`src/rtl/cm_sync_generator.sv`:
```
// Line/frame timing generator: Sync framing, porch-bounded data-enable,
// pixel/line coordinates and frame markers for test-pattern sources.
module cm_sync_generator #(
  parameter int BP_W = 8,
  parameter int FP_W = 12,
  parameter int LN_W = 10
) (
  input  logic            clk,
  input  logic            rst_n,
  input  logic            Enable,
  input  logic [BP_W-1:0] BackPorch,
  input  logic [FP_W-1:0] FrontPorch,
  input  logic [FP_W-1:0] LineLength,
  input  logic [BP_W-1:0] BlankLength,
  input  logic [LN_W-1:0] LinesPerFrame,
  output logic            Sync,
  output logic            DataEnable,
  output logic [FP_W-1:0] PixelX,
  output logic [LN_W-1:0] PixelY,
  output logic            LineStart,
  output logic            FrameStart,
  output logic            Busy
);

  localparam logic [1:0] S_IDLE  = 2'd0;
  localparam logic [1:0] S_BLANK = 2'd1;
  localparam logic [1:0] S_LINE  = 2'd2;

  logic [1:0]      state, nstate;
  logic [BP_W-1:0] bcnt, nbcnt, bmax;
  logic [FP_W-1:0] k, nk;
  logic [LN_W-1:0] line, nline, lpf_m1;
  logic [FP_W-1:0] sh_bp, sh_fp, sh_len;
  logic [FP_W-1:0] n_bp, n_fp, n_len;
  logic [LN_W-1:0] sh_lpf, n_lpf;
  logic            n_de, n_ls;

  // Zero blank still yields one low Sync cycle; zero lines/frame acts as one.
  assign bmax = (BlankLength == '0) ? '0
              : BlankLength - BP_W'(1);
  assign lpf_m1 = (sh_lpf == '0) ? '0
                : sh_lpf - LN_W'(1);

  always_comb begin
    nstate = state;
    nbcnt  = bcnt;
    nk     = k;
    nline  = line;
    n_bp   = sh_bp;
    n_fp   = sh_fp;
    n_len  = sh_len;
    n_lpf  = sh_lpf;
    unique case (1'b1)
      state == S_IDLE: begin
        nbcnt = '0;
        nk    = '0;
        nline = '0;
        if (Enable) nstate = S_BLANK;
      end
      state == S_BLANK: begin
        nk = '0;
        if (bcnt == bmax) begin
          nbcnt = '0;
          if (LineLength == '0) begin
            nstate = S_BLANK;
          end else if (!Enable && line == '0) begin
            nstate = S_IDLE;
          end else begin
            nstate = S_LINE;
            n_bp   = FP_W'(BackPorch);
            n_fp   = FrontPorch;
            n_len  = LineLength;
            n_lpf  = LinesPerFrame;
          end
        end else begin
          nbcnt = bcnt + BP_W'(1);
        end
      end
      state == S_LINE: begin
        if (k == sh_len - FP_W'(1)) begin
          nstate = S_BLANK;
          nk     = '0;
          nline  = (line == lpf_m1) ? '0
                 : line + LN_W'(1);
        end else begin
          nk = k + FP_W'(1);
        end
      end
      default: nstate = S_IDLE;
    endcase
  end

  assign n_de = (nstate == S_LINE)
              && (nk > n_bp) && (nk < n_fp);
  assign n_ls = (nstate == S_LINE)
              && (state != S_LINE);

  always_ff @(posedge clk or negedge rst_n) begin
    if (!rst_n) begin
      state      <= S_IDLE;
      bcnt       <= '0;
      k          <= '0;
      line       <= '0;
      sh_bp      <= '0;
      sh_fp      <= '0;
      sh_len     <= '0;
      sh_lpf     <= '0;
      Sync       <= 1'b0;
      DataEnable <= 1'b0;
      PixelX     <= '0;
      PixelY     <= '0;
      LineStart  <= 1'b0;
      FrameStart <= 1'b0;
      Busy       <= 1'b0;
    end else begin
      state      <= nstate;
      bcnt       <= nbcnt;
      k          <= nk;
      line       <= nline;
      sh_bp      <= n_bp;
      sh_fp      <= n_fp;
      sh_len     <= n_len;
      sh_lpf     <= n_lpf;
      Sync       <= (nstate == S_LINE);
      DataEnable <= n_de;
      PixelX     <= n_de ? nk - n_bp - FP_W'(1) : '0;
      PixelY     <= nline;
      LineStart  <= n_ls;
      FrameStart <= n_ls && (nline == '0);
      Busy       <= (nstate != S_IDLE);
    end
  end

endmodule

```
`config.mk`:
```
export PLATFORM = sky130hd
export DESIGN_NAME = cm_sync_generator
export DESIGN_NICKNAME = d
export VERILOG_FILES = /design/src/rtl/cm_sync_generator.sv
export SDC_FILE = /design/constraint.sdc
export NUM_CORES = 1
export LEC_CHECK = 0
export BUFFER_PORTS_ARGS = -buffer_cell sky130_fd_sc_hd__clkbuf_2
export CAP_MARGIN = 20
export CORE_AREA = 2 2 114 116
export CTS_CLUSTER_SIZE = 14
export DETAILED_ROUTE_END_ITERATION = 16
export DIE_AREA = 0 0 116 118
export HOLD_SLACK_MARGIN = 0.12
export PLACE_DENSITY = 0.7
export SLEW_MARGIN = 0
export SYNTH_ARGS = -nofsm -noshare
export SYNTH_HDL_FRONTEND = slang
export SYNTH_SLANG_ARGS = --single-unit
export TNS_END_PERCENT = 1
```
`constraint.sdc`:
```
create_clock -name clk -period 14.2 [get_ports clk]
set_clock_uncertainty 0.2 [all_clocks]
set_input_delay 0.71 -clock clk [delete_from_list [all_inputs] [get_ports clk]]
set_output_delay 0.71 -clock clk [all_outputs]
set_load 0.03 [all_outputs]
```
Word-level counts from Yosys, hierarchy flattened
Cells that the tools add are included.
- eq/ne operators: 7
- $mul: 0
- $lt $le $gt $ge: 2
- bitwise logic cells: 2
- reduce and logical (&&, ||, !) cells: 16
- $add $sub $neg: 8
- divide/modulo/power cells: 0
- multiplexer cells: 24
- shift-type cells: 0
- operator list (operator ; number):
    $mux 12 ; 10
    $logic_not 10->1 ; 3
    $mux 10 ; 3
    $pmux 12 s2 ; 1
    $sub 12x1->12 const B ; 2
    $pmux 10 s2 ; 1
    $mux 8 ; 2
    $pmux 8 s2 ; 1
    $add 12x1->12 const B ; 1
    $eq 12x12->1 ; 1
    $gt 12x12->1 ; 1
    $logic_not 12->1 ; 1
    $lt 12x12->1 ; 1
    $sub 12x12->12 ; 1
    $add 10x1->10 const B ; 1
    $eq 10x10->1 ; 1
    $mux 2 ; 5
    $sub 10x1->10 const B ; 1
    $add 8x1->8 const B ; 1
    $eq 8x8->1 ; 1
    $logic_not 8->1 ; 1
    $sub 8x1->8 const B ; 1
    $pmux 2 s3 ; 1
    $logic_and 1x1->1 ; 5
    other kinds (9) ; 12
- output and inout bits: 27
- latch bits: 0
- input port bits: 53
- memory bits (writable): 0
- bits in read-only memories: 0
- logic and storage cells: 73
- memories kept: 0
- register bits: 95

Depth between registers and ports, before layout
- depth in word-level cells: 10
- gate-level depth with buffers: 23
- gate-level depth less buffers: 21

Least setup slack after synthesis
OpenSTA, ideal clock, no wires.
- path type: input -> register
- start point: in BlankLength[0]
- end point: reg PixelX[11]
- arrival time: 5124 ps
- buffers on the path: 2
- data required time: 13881 ps
- stages: 20
- path slack: 8757 ps
- cell sequence: inv_1 ha_1 nor3b_1 mux2_2 a21boi_0 a221o_1 nor4b_4 buf_2 buf_1 mux2i_1 ha_1 a21o_1 a21oi_1 o21bai_1 a21oi_1 nand2b_1 o221ai_1 a41oi_1 xnor2_1 and2_1
- word-level cells in the longest chain between the ends: 9
- elaborated cells between the ends (all ways): 18
- those cells by class: add/sub: 3; order compare: 2; eq/ne: 2; mux: 8; reduce/logical: 3
- RTL lines (what ; line ; text):
    from (decl) ; 14 ; input logic [BP_W-1:0] BlankLength,
    $sub 8x1->8 / $logic_not 8->1 (equally long branches) ; 40, 39 ;
    $mux 8 (*) ; 39 ; assign bmax = (BlankLength == '0) ? '0
    $eq 8x8->1 (*) ; 62 ; if (bcnt == bmax) begin
    parallel branches: the longest is 5 deep, another holds $sub 12x12->12 ; n/a ;
    $mux 12 (*) ; 126 ; PixelX <= n_de ? nk - n_bp - FP_W'(1) : '0;
    to (signal assigned) ; 126 ;
    to (decl) ; 18 ; output logic [FP_W-1:0] PixelX,
Every way passes the cells marked *.
A chain may end at the register's enable or synchronous reset.

Final worst setup path
- start point: in BlankLength[0]
- end point: reg PixelX[10]
The elaborated chain is that of the path after synthesis.

==> results summary <==
The CTS tree is done. The floorplan step defined a core boundary enclosing 12400 um^2. The number of levels in the clock H-tree came out at 3. Static timing analysis puts the maximum clock frequency at 173 MHz. The number of clock buffers inserted by TritonCTS came out at 9. The width of the die is 116 um. Data on the critical path is required at its endpoint by 14.28 ns. The cell area after layout is 6930 um^2. The placed instance area came out at 6640 um^2. After detailed routing, the number of vias per cell comes to 5.71. The number of global-route vias before repair came out at 5205. Counting instances, the worst hold path has a depth of 2. The library cell used most frequently in the layout, excluding fill and tap cells, is sky130_fd_sc_hd__nand2_1.

The maximum number of pins on one net before global-route repair came out at 73. The initial antenna violation count came out at 0. The switching part of the total power is 36.3%.

Dividing the synthesized area by the synthesized cell count gives 8.86 um^2. The sequential group share of total power is 41.4%. In this run the most critical hold path is launched from sh_bp[11].

The Yosys step of the flow raised 0 warnings. The switching component of the power is 0.319 mW. The global-route wire length before repair came out at 24.5 mm.

The most used flip-flop cell after synthesis is sky130_fd_sc_hd__dfrtp_1. For this run, the post-layout net count is 842. The area of the mapped netlist is 6100 um^2. The worst register-to-register path ends at PixelX[10]. The kind of start point of the critical path is a primary input. The cell row count came out at 41. For the pin with the worst max-slew slack, the measured transition is 0.895 ns.

The remaining max-slew budget at the tightest pin came out at 40.4%. The core utilization of the finished layout is 55.8%. The total buffers and inverters traversed by the critical path came out at 2. The worst hold path belongs to the class reg -> reg. The total count of max-transition violations in the final report came to 0. After synthesis, the largest area contributor takes up 39.0% of total cell area. The detailed placement HPWL came out at 11.0 mm. The post-route antenna net violation count is 0. The area of combinational cells with multiple inputs came out at 3460 um^2. The first routing iteration left 446 violations. The run finished with clean final reports. Summed over all instances, the cell type with the most area after synthesis is sky130_fd_sc_hd__dfrtp_1. The sequential cell area fraction in the yosys report came out at 39.0%.

The highest fanout seen on the critical path is 21. Cell internal power was estimated by the tool at 0.561 mW. The tree is rooted in a sky130_fd_sc_hd__clkbuf_16.

The number of fill cells in the layout came out at 1115. Yosys mapped a number of flops with a built-in enable equal to 0. After layout, the minimum clock period comes to 5.78 ns.

Setup repair after global routing left no endpoint under its margin. The worst setup path is captured at a flop. The worst-case register-to-register setup slack is 8.62 ns. In this run the deepest clock path goes through 2 buffers.

The number of hold violations in the final report came out at 0. For the final routed database, the setup TNS stands at 0 ns. Sorting the synthesized cells by area gives the leading types as sky130_fd_sc_hd__dfrtp_1 39%, sky130_fd_sc_hd__nand2_1 6.6%, sky130_fd_sc_hd__ha_1 5.9%.

In this run the static leakage power is 3.44 nW. The post-detailed-route DRC marker count came out at 0. In this design, the largest share of critical-path delay is due to simple AND/OR/NAND/NOR gates. Across the run, the number of max-cap violations was 0. Summing all flip-flop and latch instances after layout gives 2380 um^2. The launching point of the worst reg2reg path is sh_len[0]. The cell with the largest stage delay on the worst path is sky130_fd_sc_hd__or3_1. The number of sinks handled by clock tree synthesis is 95.

In the layout the commonest cells are 108 x sky130_fd_sc_hd__nand2_1, 95 x sky130_fd_sc_hd__dfrtp_1, 78 x sky130_fd_sc_hd__clkbuf_2. The final RePlAce weighted congestion came out at 0.902. The total of endpoints with negative setup slack in the final report came out at 0. For this design the ratio of total power to cell area is 127 nW/um^2. The post-route fraction of the period consumed by the critical path is 40.7%. The later-pin clock latency in the skew report came out at 0.35 ns. The count of input and output buffers is 79. Once the clock tree was built, the setup fixing pass inserted 0 buffers. The area of the die came out at 13700 um^2. The depth of the most critical reg-to-reg path is 21. The number of search-and-repair iterations in the first detailed-routing pass is 5. After synthesis, the share of flip-flops with an asynchronous set or reset is 100%. The largest voltage drop on the vdd net came out at 0.0857 mV. The per-cell routed wire length is 15.8 um. The share of total power in combinational logic is 31.3%. The number of antenna cells inserted is 0.

The critical path in this run is classified as in -> reg. The net count of the mapped netlist came out at 772. The number of distinct library cells after synthesis is 72. The fraction of final layout cells with drive strength greater than 1 is 15.6%. The arrival time of data at the critical path endpoint came out at 5.86 ns. The count of boundary I/O pins is 80. Walking the worst path, the cells encountered are clkbuf_2 -> inv_1 -> ha_1 -> or4b_1 -> nor4_1 -> nor3_1 -> o221ai_2 -> or3_1 -> nand2_1 -> ha_1 -> a21o_1 -> a21o_1 -> a21oi_1 -> nand2_1 -> nand3_1 -> or3_1 -> a31oi_1 -> o31ai_1 -> a211oi_2 -> and3b_1. Synthesis inferred 95 register bits.

For hold timing, the worst endpoint is sh_bp[11]. The post-cts sizing count came out at 0. The clock share of power is 27.2%. The total detailed-routing wirelength came out at 14.8 mm.

The layout-stage area growth over the synthesis result came out at 13.5%. The global-route usage over all layers is 22.6%. For this run, the slowest stage of the critical path takes 0.72 ns.

Once the floorplan was initialized, standard cells occupied 49.2% of the core. Detailed routing inserted a total of 5330 vias. From bottom edge to top edge, the die measures 118 um. The total grt overflow is 0. After clock tree synthesis, the clock-pin slew on the worst setup and hold paths is 0.06 ns. The number of hold buffers added after cts came out at 1. The count of mapped cells out of synthesis is 689.
==> layer usage <==
| metal | vias to the layer above | global-route usage (%) | wire [um] |
|---|---|---|---|
| li1 | 2577 | - | - |
| met1 | 2566 | 29.7 | 6500 |
| met2 | 149 | 36.1 | 7160 |
| met3 | 38 | 4.02 | 697 |
| met4 | 0 | 10.6 | 445 |
| met5 | - | 0 | 0 |
==> power by group through the flow <==
| stage | logic, mW | registers, mW | clock network (mW) |
|---|---|---|---|
| 5_1_grt | 0.311 | 0.372 | 0.254 |
| 3_5_place_dp | 0.275 | 0.369 | 0 |
| 3_3_place_gp | 0.265 | 0.366 | 0 |
| 2_1_floorplan | 0.217 | 0.350 | 0 |
| 6_report | 0.276 | 0.365 | 0.240 |
| 4_1_cts | 0.277 | 0.364 | 0.242 |
==> worst max-delay path by stage <==
| stage | slack [ns] | end | start | cells after the start |
|---|---|---|---|---|
| after floorplan | 8.76 | PixelX[11] | BlankLength[0] | 20 |
| after global placement | 8.38 | PixelX[10] | BlankLength[0] | 20 |
| after detailed placement | 8.14 | PixelX[7] | BlankLength[0] | 20 |
| after CTS | 8.48 | PixelX[10] | BlankLength[0] | 20 |
| after global routing | 7.88 | PixelX[10] | BlankLength[0] | 20 |
| final | 8.42 | PixelX[10] | BlankLength[0] | 20 |
==> sequential cells by signal, summed over array words and instances (netlist names), 8 cells and up <==
signal  flops
PixelX     12
bcnt        8
sh_fp      12
sh_lpf     10
sh_len     12
k          12
line       10
sh_bp      12
==> through the flow <==
stage | instances | total power, mW | worst slack, ns | hold slack, ns
after floorplan | 689 | 0.566 | 8.76 | 0.214
after global placement | 919 | 0.631 | 8.38 | 0.247
after detailed placement | 919 | 0.644 | 8.14 | 0.253
after CTS | 934 | 0.883 | 8.48 | 0.269
after global routing | 934 | 0.938 | 7.88 | 0.296
final | 934 | 0.881 | 8.42 | 0.270
==> synth_stat cells, drive strengths merged (3+ instances only) <==
cell / number
a31oi: 6
mux2: 3
dfrtp: 95
a21oi: 26
nor2b: 10
clkbuf: 16
ha: 29
or4: 8
nor3: 23
a21boi: 4
nand2: 109
o22ai: 5
and2: 9
or3: 9
a21o: 8
nor4b: 5
nand2b: 7
and3: 14
nand3: 23
xor2: 15
o31ai: 7
o21ai: 50
and3b: 3
xnor2: 29
nor2: 28
mux2i: 23
buf: 7
nor4: 11
o211ai: 5
or2: 7
inv: 46
nand4: 9
==> worst reg2reg max path: cells and delay by family, from the launching register on <==
| family | cells | cell delay, ns |
|---|---|---|
| AOI/OAI and AO/OA | 9 | 1.97 |
| adders and majority gates | 2 | 0.72 |
| DFF | 1 | 0.42 |
| and+or+nand+nor | 9 | 2.11 |
| buffers and inverters | 1 | 0.09 |
==> cell type report <==
type | instances | share of cell area (%)
Clock buffer | 13 | 3.61
Inverter | 46 | 2.49
Sequential cell | 95 | 34.3
Clock inverter | 1 | 0.433
Tap cell | 172 | 3.11
Timing Repair Buffer | 82 | 6.10
Multi-Input combinational cell | 525 | 49.9
==> kinds of logic after synthesis <==
kind of cell | Yosys count | share of synthesized area, %
AOI/OAI and AO/OA | 135 | 14.4
adders and majority gates | 31 | 6.44
muxes | 26 | 4.33
DFF | 95 | 39.0
xor gates and xnor gates | 45 | 6.68
buffers and inverters | 69 | 4.35
and+or+nand+nor | 288 | 24.9
Note: power is estimated with default switching activity, not from simulation.
